## config.mk

```make
export PLATFORM = sky130hd
export DESIGN_NAME = ddr4_cmd_sequencer
export DESIGN_NICKNAME = d
export VERILOG_FILES = /design/src/rtl/ddr4_cmd_sequencer_pkg.sv /design/src/rtl/ddr4_bank_tracker.sv /design/src/rtl/ddr4_cmd_sequencer.sv
export SDC_FILE = /design/constraint.sdc
export NUM_CORES = 1
export LEC_CHECK = 0
export CORE_MARGIN = 1.5
export CORE_UTILIZATION = 50
export DETAILED_ROUTE_END_ITERATION = 16
export MAX_ROUTING_LAYER = met4
export PLACE_DENSITY = 0.72
export SYNTH_ARGS = -nofsm -noshare
export SYNTH_HDL_FRONTEND = slang
export SYNTH_SLANG_ARGS = --single-unit
export TNS_END_PERCENT = 20
```

## constraint.sdc

```tcl
create_clock -name clk -period 18.3 [get_ports clk]
set_clock_uncertainty 0.1 [all_clocks]
set_input_delay 3.66 -clock clk [delete_from_list [all_inputs] [get_ports clk]]
set_output_delay 3.66 -clock clk [all_outputs]
set_load 0.05 [all_outputs]
```

## src/rtl/ddr4_cmd_sequencer_pkg.sv

```systemverilog
// Shared types and constants for the DDR4 command sequencer: command/state enums,
// timing parameters, address bit positions and the command-to-address encoder.
package ddr4_cmd_sequencer_pkg;

    localparam int T_RCD  = 4;
    localparam int T_CL   = 4;
    localparam int T_WR   = 4;
    localparam int T_RP   = 4;
    localparam int T_RFC  = 16;
    localparam int T_REFI = 780;

    localparam logic [19:0] ADDR_NOP = 20'h1C000;
    localparam int A_RAS = 16;
    localparam int A_CAS = 15;
    localparam int A_WE  = 14;
    localparam int A_AP  = 10;

    typedef enum logic [2:0] {
        CMD_NOP, CMD_ACT, CMD_RD, CMD_WR, CMD_PRE, CMD_PREA, CMD_REF
    } cmd_e;

    typedef enum logic [3:0] {
        S_IDLE, S_PRE, S_PRE_W, S_ACT, S_ACT_W, S_RW, S_WR_W, S_RD_W,
        S_PREA, S_PREA_W, S_REF, S_REF_W
    } seq_state_e;

    typedef struct packed {
        logic        write;
        logic [2:0]  bank;   // {bg, bank}
        logic [16:0] row;
        logic [9:0]  col;
        logic [15:0] wdata;
    } req_t;

    // Control bits default to NOP (ras_n/cas_n/we_n high); each command pulls its own low.
    function automatic logic [19:0] cmd_addr(input cmd_e cmd, input logic [2:0] bank,
                                             input logic [16:0] row, input logic [9:0] col);
        logic [19:0] a;
        a = ADDR_NOP;
        case (cmd)
            CMD_ACT: a = {bank, row};
            CMD_RD: begin
                a[19:17] = bank;
                a[A_CAS] = 1'b0;
                a[9:0]   = col;
            end
            CMD_WR: begin
                a[19:17] = bank;
                a[A_CAS] = 1'b0;
                a[A_WE]  = 1'b0;
                a[9:0]   = col;
            end
            CMD_PRE: begin
                a[19:17] = bank;
                a[A_RAS] = 1'b0;
                a[A_WE]  = 1'b0;
            end
            CMD_PREA: begin
                a[A_RAS] = 1'b0;
                a[A_WE]  = 1'b0;
                a[A_AP]  = 1'b1;
            end
            default: a = ADDR_NOP;
        endcase
        return a;
    endfunction

endpackage

```

## src/rtl/ddr4_bank_tracker.sv

```systemverilog
// Open-row table for the 8 banks: lookup of the incoming request plus
// open/close updates driven by issued ACT / PRE / PREA commands.
module ddr4_bank_tracker (
    input  logic        clk,
    input  logic        reset,
    input  logic [2:0]  lkp_bank,
    input  logic [16:0] lkp_row,
    output logic        lkp_hit,
    output logic        lkp_closed,
    input  logic        set_open,
    input  logic        clr_one,
    input  logic        clr_all,
    input  logic [2:0]  upd_bank,
    input  logic [16:0] upd_row
);
    logic [7:0]       vld;
    logic [7:0][16:0] rows;

    assign lkp_closed = !vld[lkp_bank];
    assign lkp_hit    = vld[lkp_bank] && (rows[lkp_bank] == lkp_row);

    always_ff @(posedge clk or posedge reset) begin
        if (reset) begin
            vld  <= '0;
            rows <= '0;
        end else if (clr_all) begin
            vld <= '0;
        end else if (set_open) begin
            vld[upd_bank]  <= 1'b1;
            rows[upd_bank] <= upd_row;
        end else if (clr_one) begin
            vld[upd_bank] <= 1'b0;
        end
    end
endmodule

```

## src/rtl/ddr4_cmd_sequencer.sv

```systemverilog
// Host-request to DDR4 command sequencer: open-page row management per bank,
// periodic PREA+REF refresh, and read-data return after T_CL.
module ddr4_cmd_sequencer
    import ddr4_cmd_sequencer_pkg::*;
(
    input  logic        clk,
    input  logic        reset,
    input  logic        req_valid,
    output logic        req_ready,
    input  logic        req_write,
    input  logic        req_bg,
    input  logic [1:0]  req_bank,
    input  logic [16:0] req_row,
    input  logic [9:0]  req_col,
    input  logic [15:0] req_wdata,
    output logic        rsp_valid,
    output logic [15:0] rsp_rdata,
    output logic        act_n,
    output logic        refresh,
    output logic [19:0] addr,
    output logic [15:0] data_in,
    input  logic [15:0] data_out
);
    // Wait-state loads: counter runs down to 0, so a state lasting L cycles loads L-1.
    localparam logic [4:0]  W_RP     = 5'(T_RP - 2);
    localparam logic [4:0]  W_RCD    = 5'(T_RCD - 2);
    localparam logic [4:0]  W_WR     = 5'(T_WR - 2);
    localparam logic [4:0]  W_CL     = 5'(T_CL - 1);
    localparam logic [4:0]  W_RFC    = 5'(T_RFC - 2);
    localparam logic [9:0]  REFI_END = 10'(T_REFI - 1);

    seq_state_e  state, state_nx;
    cmd_e        cmd;
    req_t        req_q;
    logic [4:0]  wcnt, wcnt_nx;
    logic [9:0]  ref_cnt;
    logic        ref_pend;
    logic        rdy_en;
    logic [15:0] wdata_q;
    logic        hit, closed, accept;

    // rdy_en keeps req_ready low for the first cycle after reset release.
    assign req_ready = rdy_en && (state == S_IDLE) && !ref_pend;
    assign accept    = req_valid && req_ready;

    ddr4_bank_tracker u_banks (
        .clk        (clk),
        .reset      (reset),
        .lkp_bank   ({req_bg, req_bank}),
        .lkp_row    (req_row),
        .lkp_hit    (hit),
        .lkp_closed (closed),
        .set_open   (cmd == CMD_ACT),
        .clr_one    (cmd == CMD_PRE),
        .clr_all    (cmd == CMD_PREA),
        .upd_bank   (req_q.bank),
        .upd_row    (req_q.row)
    );

    always_ff @(posedge clk or posedge reset) begin
        if (reset) begin
            state    <= S_IDLE;
            wcnt     <= '0;
            req_q    <= '0;
            rdy_en   <= 1'b0;
            wdata_q  <= '0;
            ref_cnt  <= '0;
            ref_pend <= 1'b0;
        end else begin
            state  <= state_nx;
            wcnt   <= wcnt_nx;
            rdy_en <= 1'b1;
            if (accept)
                req_q <= '{req_write, {req_bg, req_bank}, req_row, req_col, req_wdata};
            if (cmd == CMD_WR)
                wdata_q <= req_q.wdata;
            if (ref_cnt == REFI_END) begin
                ref_cnt  <= '0;
                ref_pend <= 1'b1;
            end else begin
                ref_cnt <= ref_cnt + 10'd1;
                if (state == S_REF)
                    ref_pend <= 1'b0;
            end
        end
    end

    always_comb begin
        state_nx  = state;
        wcnt_nx   = wcnt;
        cmd       = CMD_NOP;
        rsp_valid = 1'b0;
        case (state)
            S_IDLE: begin
                if (ref_pend)
                    state_nx = S_PREA;
                else if (accept)
                    state_nx = hit ? S_RW : (closed ? S_ACT : S_PRE);
            end
            S_PRE:    begin cmd = CMD_PRE;  state_nx = S_PRE_W;  wcnt_nx = W_RP;  end
            S_ACT:    begin cmd = CMD_ACT;  state_nx = S_ACT_W;  wcnt_nx = W_RCD; end
            S_PREA:   begin cmd = CMD_PREA; state_nx = S_PREA_W; wcnt_nx = W_RP;  end
            S_REF:    begin cmd = CMD_REF;  state_nx = S_REF_W;  wcnt_nx = W_RFC; end
            S_RW: begin
                cmd      = req_q.write ? CMD_WR : CMD_RD;
                state_nx = req_q.write ? S_WR_W : S_RD_W;
                wcnt_nx  = req_q.write ? W_WR : W_CL;
            end
            S_PRE_W, S_ACT_W, S_WR_W, S_RD_W, S_PREA_W, S_REF_W: begin
                if (wcnt != 5'd0) begin
                    wcnt_nx = wcnt - 5'd1;
                end else begin
                    rsp_valid = (state == S_RD_W);
                    case (state)
                        S_PRE_W:  state_nx = S_ACT;
                        S_ACT_W:  state_nx = S_RW;
                        S_PREA_W: state_nx = S_REF;
                        default:  state_nx = S_IDLE;
                    endcase
                end
            end
            default: state_nx = S_IDLE;
        endcase
    end

    assign act_n     = (cmd != CMD_ACT);
    assign refresh   = (cmd == CMD_REF);
    assign addr      = cmd_addr(cmd, req_q.bank, req_q.row, req_q.col);
    assign data_in   = (cmd == CMD_WR) ? req_q.wdata : wdata_q;
    assign rsp_rdata = rsp_valid ? data_out : 16'h0000;
endmodule

```

==> impl_metrics.yaml, run 1 <==
outcome:
  status: "complete, no violations"
power_and_ir_drop:
  total_leakage_power_nw: 5.752
  power_density_nw_per_um2: 162.9
  power_w: 0.002096
  ir_drop_mv: 0.1012
synth:
  syn_avg_cell_area_um2: 13.48
  yosysSeqAreaShare: 0.5359
  synth_edf_count: 0
  async_flop_share: 1.000
  yosys_warnings: 0
  ys_types: 52
  synth-main-ff-cell: "dfrtp_1"
  syn-instance-count: 790
  synth_fp_nets: 859
  synth-seq-cells: 228
  syn-cell-area_um2: 10650
clock_network:
  cts_root_buf: "clkbuf_16"
  clock-sinks: 228
  cts_setup_buffers: 0
  cts_buffers: 25
  path_clk_slew_ns: 0.05
  insertion_delay_ns: 0.51
  cts.path.max_buffers: 3
  holdBufCountCts: 0
  cts_max_level: 1
  cts_tree: "done"
  cts_resized: 0
global_routing:
  overflow: 0
  grt_max_degree: 93
  grt_antenna_before_repair: 0
  grt_usage: 0.2239
  grt_pass1_vias: 6906
  grt_pass1_wl_um: 37660
timing:
  hold_violations: 0
  fin_crit_sh: 0.4803
  setup_tns_ns: 0
  finalSetupViolCount: 0
  worst_pin_slew_ns: 1.152
  rsz0062_at_grt: "no"
  timing.fmax_mhz: 113.8
  period_needed_ns: 8.790
  slew_violations: 0
  max-slew-margin-rel: 0.2260
worst_setup_path:
  critPathArrivalTime_ns: 5.03
  path_class: "in2out"
  crit_path_end_kind: "primary output"
  r2r-start: "state[0]$_DFFE_PP0P_"
  crit_start: "data_out[15]"
  worstPathMaxFanout: 1
  worstPathRequired_ns: 14.54
  ff2ff_path_depth: 3
  start_kind: "input pin"
floorplanning:
  die_w_um: 148.9
  ioPinCount: 122
  core_um2: 20960
  initial_utilization: 0.5081
  die_area_um2: 22180
  rows: 53
  die_h_um: 148.9
final_layout:
  drive_gt1_frac: 0.3125
  final_nets: 964
  area_growth_pct: 20.87
  num_antenna_cells: 0
routing:
  drtIter0Drc: 340
  drc: 0
  routed_via_density: 5.640
  ant_nets: 0
  detail_route.wl_per_cell_um: 19.52
  routed_wl_um: 23170
  vias: 6695
  drt-pass1-iter-count: 4
run:
  drv_cap: 0
placed_design:
  place.gp.congestion: 0.8052
  dp_hpwl_um: 14250
  io_buffers: 121
worst_hold_path:
  whs_path_depth: 1
  hold_start: "ref_cnt[0]$_DFF_PP0_"
  hp-class: "reg2reg"
[worst max-delay path, stage by stage]
cell and delay [ns]:
clkdlybuf4s50_1 0.44, and2_1 0.12, clkdlybuf4s50_1 0.80
[registers in the layout, indices dropped and copies added (netlist names)]
register,count
rdy_en,1
ref_cnt,10
ref_pend,1
wdata_q,16
u_banks.rows,136
state,4
req_q,47
u_banks.vld,8
wcnt,5
[stage by stage]
stage               hold WS [ns]  std cells  instance area (um^2)    util  worst slack [ns]
global route              0.4065       1187                 12870  0.6141             9.464
floorplan                 0.3479        790                 10650       -             8.292
detailed placement        0.3747       1143                 12070  0.5758             9.498
finish                    0.3768       1187                 12870  0.6141             9.510
CTS                       0.3823       1187                 12870  0.6141             9.498
global placement          0.3740       1143                 12070  0.5758             9.509
[synthesized netlist by cell type, drive strengths merged (2+ instances only)]
cell	count	area, um^2
and3	5	31.28
nand4	3	18.77
nor3	3	20.02
a31oi	4	25.02
nand2	29	108.9
nand4b	2	17.52
buf	36	170.2
a22o	18	157.7
mux2	199	2241
o21ai	19	98.85
xor2	9	78.83
mux4	28	634.4
a21o	3	22.52
nand2b	3	18.77
o22ai	2	12.51
ha	3	37.54
nor3b	2	25.02
mux2i	30	300.3
xnor2	12	105.1
nor2	23	86.33
nand3	20	100.1
nor4	4	40.04
inv	10	37.53
and2	24	150.1
dfrtp	228	5705
nand3b	2	15.01
o211ai	2	15.01
a21oi	17	85.08
nor2b	7	43.79
clkbuf	22	83.83
a22oi	9	67.56
[cell families (layout without fill, tap and decap cells)]
kind of cell	Yosys count	after routing	share of synthesized area
mux	257	257	0.2983
flops	228	228	0.5359
simple gates	131	131	0.06652
compound gates	81	81	0.05077
buf+inv	68	190	0.02738
xor+xnor	21	21	0.01728
fa+ha+maj	3	3	0.003526
other cells	1	1	0.0003522
[report_power, final]
group | switching, W | internal, W | leakage (nW)
Clock | 0.000190 | 0.000299 | 0.395
Combinational | 0.000386 | 0.000363 | 2.42
Sequential | 0.000158 | 0.000700 | 2.93
Total | 0.000734 | 0.00136 | 5.75
[layer usage]
layer / wire length, um / GRT usage
met4: 328 / 0.04505
met3: 1348 / 0.02844
met2: 11200 / 0.3602
met5: 0 / -
met1: 10290 / 0.3087
[cell usage in the layout, fill, tap and decap left out, types with 3 or more instances in the layout]
cell	count
nand2_1	28
mux2_2	199
xnor2_1	12
xor2_1	9
a22o_1	18
nor4_1	3
buf_4	15
a22oi_1	9
and3_1	5
clkbuf_16	25
nand3_1	20
mux2i_1	30
nand2b_1	3
inv_1	8
mux4_2	27
a21o_1	3
clkbuf_8	5
a31oi_1	4
o21ai_0	18
ha_1	3
a21oi_1	17
nor2_1	23
clkdlybuf4s50_1	120
and2_1	24
clkinv_2	3
nor2b_1	7
nand4_1	3
clkbuf_1	9
dfrtp_1	228
[final cells by class]
cell class                      count  area, um^2
Fill cell                        1662        8087
Sequential cell                   228        5705
Multi-Input combinational cell    494        4652
Timing Repair Buffer              136        1319
Clock buffer                       39       728.2
Tap cell                          275       344.1
Clock inverter                      5       75.07
Inverter                           10       45.04
[final timing paths]
check | to | slack, ns
worst max-delay path | rsp_rdata[15] | 9.51
worst min-delay path | ref_cnt[0]$_DFF_PP0_ | 0.38
worst max register to register | wdata_q[10]$_DFF_PP0_ | 15.24
worst min register to register | ref_cnt[0]$_DFF_PP0_ | 0.38
max in group asynchronous | u_banks.rows[129]$_DFFE_PP0P_ | 12.41
min in group asynchronous | wdata_q[12]$_DFF_PP0_ | 3.55
(Power assumes the default switching activity.)
==> run 2: changes to the inputs <==
- clock period: 18.3 -> 8.65 ns (I/O delays scaled with it)
==> run 2 against run 1 <==
  * Worst hold slack improved by 0.0049 ns
  * Die area unchanged
  * Flip-flop and latch count stayed put
  * Global-route usage down 0.13 points
  * Sequential power grew 110%
  * Combinational power is 110% higher
  * First-iteration DRC count is 21% higher
  * Register-to-register slack worse by 10 ns
  * Sequential share of layout area fell by 0.29 points
==> impl_metrics.yaml, run 2 (synthesis results as in run 1) <==
outcome:
  status: "complete, no violations"
routing:
  drtIter0Drc: 413
  drc: 0
  routed_wl_um: 23240
  routed_via_density: 5.697
  detail_route.wl_per_cell_um: 19.57
  drt-pass1-iter-count: 6
  ant_nets: 0
  vias: 6762
placed_design:
  io_buffers: 121
  dp_hpwl_um: 14530
  place_ws_ns: 3.426
  place.gp.congestion: 0.8341
final_layout:
  top_register: "u_banks.rows"
  layout_common_cells: "dfrtp_1, mux2_2, clkdlybuf4s50_1"
  largest_register_ffs: 136
  drive_gt1_frac: 0.3180
  final_common_cell: "dfrtp_1"
  num-fill-cells: 1679
  final_nets: 964
  area_growth_pct: 21.66
  fin_util: 0.6181
  num_antenna_cells: 0
  reg.largest.list: "u_banks.rows: 136 flops, req_q: 47 flops, wdata_q: 16 flops"
floorplanning:
  die_w_um: 148.9
  die_h_um: 148.9
  initial_utilization: 0.5081
  ioPinCount: 122
  die_area_um2: 22180
  core_um2: 20960
  rows: 53
clock_network:
  cts_max_level: 1
  cts_setup_buffers: 0
  cts_buffers: 24
  clock-sinks: 228
  cts_tree: "done"
  cts_resized: 0
  insertion_delay_ns: 0.51
  cts.path.max_buffers: 3
  holdBufCountCts: 0
  cts_root_buf: "clkbuf_16"
  path_clk_slew_ns: 0.06
global_routing:
  grt_pass1_wl_um: 37260
  grt_usage: 0.2227
  grt_pass1_vias: 6759
  grt_antenna_before_repair: 0
  grt_max_degree: 148
  overflow: 0
worst_setup_path:
  critPathArrivalTime_ns: 3.95
  crit_path_end_kind: "primary output"
  cp_cell_sequence: "and3_1 -> nand2_1 -> mux2_2 -> clkdlybuf4s50_1"
  max_stage_delay_ns: 0.81
  start_kind: "flip-flop"
  path_class: "reg2out"
  worstPathMaxFanout: 25
  worstPathRequired_ns: 6.82
  worst_path_max_delay_cell: "clkdlybuf4s50_1"
power_and_ir_drop:
  total_leakage_power_nw: 5.799
  power_density_nw_per_um2: 350.0
  ir_drop_mv: 0.1989
  power_w: 0.004533
timing:
  max-slew-margin-rel: 0.2472
  finalSetupViolCount: 0
  period_needed_ns: 5.784
  worst_slack_ns: 2.866
  fin_crit_sh: 0.6687
  setup_tns_ns: 0
  worst_pin_slew_ns: 1.115
  slew_violations: 0
  rsz0062_at_grt: "no"
  timing.fmax_mhz: 172.9
  hold_violations: 0
run:
  drv_cap: 0
worst_hold_path:
  hp-class: "reg2reg"
[run 2: cell types whose count changed in the layout (fill, tap and decap cells not counted), sizes merged]
| cell | before | now |
|---|---|---|
| clkbuf | 39 | 34 |
| bufinv | 2 | 5 |
| buf | 16 | 17 |
| clkinv | 3 | 4 |
[run 2: layer usage]
layer	global-route usage	wire, um
met1	0.3154	10730
met2	0.3463	11060
met3	0.02722	1044
met4	0.05050	391
met5	-	0
[run 2: worst paths after layout]
| check | from | end | slack [ns] | cells past startpoint |
|---|---|---|---|---|
| worst max-delay path | state[0]$_DFFE_PP0P_ | data_in[12] | 2.87 | 4 |
| worst min-delay path | ref_cnt[0]$_DFF_PP0_ | ref_cnt[0]$_DFF_PP0_ | 0.38 | 1 |
| worst max register to register | state[3]$_DFFE_PP0P_ | u_banks.rows[23]$_DFFE_PP0P_ | 4.92 | 7 |
| worst min register to register | ref_cnt[0]$_DFF_PP0_ | ref_cnt[0]$_DFF_PP0_ | 0.38 | 1 |
| max in group asynchronous | reset | ref_cnt[3]$_DFF_PP0_ | 4.99 | 3 |
| min in group asynchronous | reset | wdata_q[10]$_DFF_PP0_ | 1.75 | 2 |
[run 2: where the power goes]
part           leakage, nW  switching (W)  internal [W]
combinational         2.43       0.000816      0.000768
sequential            2.93       0.000343       0.00148
clock                0.435       0.000408      0.000717
total                 5.80        0.00157       0.00297
[run 2: final cells by class]
cell class / count / area (um^2) / area share
well taps: 275 / 344.1 / 0.02656
inverters: 10 / 45.04 / 0.003478
clock buffers: 34 / 709.4 / 0.05477
clock inverters: 9 / 170.2 / 0.01314
repair buffers: 137 / 1326 / 0.1024
flip-flops and latches: 228 / 5705 / 0.4405
multi-input cells: 494 / 4652 / 0.3592
[run 2: worst max-delay path, delay by kind of cell (launching register included)]
kind | cells | cell delay [ns]
flip-flops | 1 | 0.79
AND/OR/NAND/NOR | 2 | 1.42
buffers and inverters | 1 | 0.81
multiplexers | 1 | 0.39
[run 2: metrics by stage]
stage                     cells  hold WS (ns)  area, um^2
after floorplan             790        0.3479       10650
after global placement     1144        0.3740       12070
after detailed placement   1144        0.3773       12070
after CTS                  1187        0.3827       12950
after global routing       1187        0.4006       12950
final                      1187        0.3818       12950
==> run 3: changes to the inputs <==
- PLACE_DENSITY: 0.72 -> 0.75
- clock period: 8.65 -> 5.3 ns (I/O delays scaled with it)
==> run 3 against run 2 <==
  * Flip-flop and latch count is the same
  * Clock power grew 51%
  * Via count shrank 0.33%
  * Critical path depth grew 1
  * Sequential power grew 64%
  * Cell count grew 0.67%
  * Global-route usage grew 0.48 points
  * Register-to-register slack lost 2.7 ns
  * Highest routed layer unchanged
==> impl_metrics.yaml, run 3 (synthesis results as in run 1) <==
outcome:
  status: "complete, no violations"
final_layout:
  register_area_um2: 5705
  largest_register_ffs: 136
  reg.largest.list: "u_banks.rows: 136 flops, req_q: 47 flops, wdata_q: 16 flops"
  multi_input_area_um2: 4652
  fin_util: 0.6185
  layout_common_cells: "dfrtp_1, mux2_2, clkdlybuf4s50_1"
  area_growth_pct: 21.74
  top_register: "u_banks.rows"
  final_common_cell: "dfrtp_1"
  instances_no_fill: 1195
  final_nets: 971
  num-fill-cells: 1642
  num_antenna_cells: 0
  drive_gt1_frac: 0.3261
global_routing:
  grt_max_degree: 71
  grt_usage: 0.2275
  grt_antenna_before_repair: 0
  overflow: 0
  grt_pass1_vias: 6960
  grt_pass1_wl_um: 38240
floorplanning:
  ioPinCount: 122
  die_h_um: 148.9
  die_w_um: 148.9
  core_um2: 20960
  initial_utilization: 0.5081
  rows: 53
  die_area_um2: 22180
timing:
  finalSetupViolCount: 0
  max-slew-margin-rel: 0.3604
  worst_pin_slew_ns: 0.9565
  period_needed_ns: 4.499
  hold_violations: 0
  rsz0062_at_grt: "no"
  setup_tns_ns: 0
  slew_violations: 0
  fin_crit_sh: 0.8489
  holdWs_ns: 0.3814
  timing.fmax_mhz: 222.3
  worst_slack_ns: 0.8007
worst_hold_path:
  hp-class: "reg2reg"
  hold_start: "ref_cnt[0]$_DFF_PP0_"
clock_network:
  clock-sinks: 228
  insertion_delay_ns: 0.53
  cts_setup_buffers: 0
  cts_max_level: 1
  cts_tree: "done"
  cts.path.max_buffers: 3
  holdBufCountCts: 0
  cts_root_buf: "clkbuf_16"
  cts_buffers: 25
  cts_resized: 0
  path_clk_slew_ns: 0.06
routing:
  ant_nets: 0
  detail_route.wl_per_cell_um: 19.58
  routed_via_density: 5.640
  drc: 0
  vias: 6740
  drtIter0Drc: 357
  drt-pass1-iter-count: 4
  routed_wl_um: 23400
worst_setup_path:
  r2r-start: "state[0]$_DFFE_PP0P_"
  worst_path_max_delay_cell: "clkdlybuf4s50_1"
  max_stage_delay_ns: 0.81
  crit_path_end_kind: "primary output"
  crit_start: "state[2]$_DFFE_PP0P_"
  worstPathMaxFanout: 18
  cp_cell_sequence: "nor2_1 -> and3_1 -> buf_4 -> a22o_1 -> clkdlybuf4s50_1"
  worstPathRequired_ns: 4.14
  path_class: "reg2out"
  start_kind: "flip-flop"
  critPathArrivalTime_ns: 3.34
placed_design:
  place_ws_ns: 1.233
  dp_hpwl_um: 14970
  io_buffers: 121
  place.gp.congestion: 0.8422
  dp_cells: 1150
power_and_ir_drop:
  power_density_nw_per_um2: 562.9
  ir_drop_mv: 0.3564
  total_leakage_power_nw: 5.814
run:
  drv_cap: 0
==> run 3: final timing paths <==
check | slack [ns] | end | cells after the start
max | 0.80 | addr[9] | 5
min | 0.38 | ref_cnt[0]$_DFF_PP0_ | 1
max reg2reg | 2.27 | req_q[17]$_DFFE_PP0P_ | 6
min reg2reg | 0.38 | ref_cnt[0]$_DFF_PP0_ | 1
max in group asynchronous | 3.49 | u_banks.rows[45]$_DFFE_PP0P_ | 3
min in group asynchronous | 0.79 | wdata_q[15]$_DFF_PP0_ | 2
==> run 3: worst max-delay path, delay by kind of cell (launching register included) <==
kind,cells,cell delay (ns)
compound gates,1,0.17
buf+inv,2,1.13
simple gates,2,0.94
flops,1,0.58
==> run 3: stage by stage <==
| stage | power (W) | cell area, um^2 |
|---|---|---|
| after floorplan | 0.004836 | 10650 |
| after global placement | 0.005517 | 12140 |
| after detailed placement | 0.005605 | 12140 |
| after CTS | 0.007336 | 12960 |
| after global routing | 0.007698 | 12960 |
| final | 0.007296 | 12960 |
==> run 3: area by class of cell <==
cell class / count / share of cell area
flip-flops and latches: 228 / 0.4402
clock buffers: 35 / 0.05734
multi-input cells: 494 / 0.3589
inverters: 10 / 0.003186
well taps: 275 / 0.02655
clock inverters: 10 / 0.006082
repair buffers: 143 / 0.1077
==> run 3: per-layer routing <==
metal | part of all wire | global-route usage | routed length [um]
met1 | 0.44 | 0.3049 | 10370
met2 | 0.49 | 0.3650 | 11460
met3 | 0.047 | 0.03425 | 1107
met4 | 0.020 | 0.05941 | 473
met5 | 0 | - | 0
==> run 3: power by group <==
part           internal (W)  total (W)  leakage (nW)  switching, W
Clock               0.00102    0.00171         0.418      0.000687
Combinational       0.00127    0.00261          2.46       0.00134
Sequential          0.00242    0.00298          2.93      0.000559
Total               0.00471    0.00730          5.81       0.00259
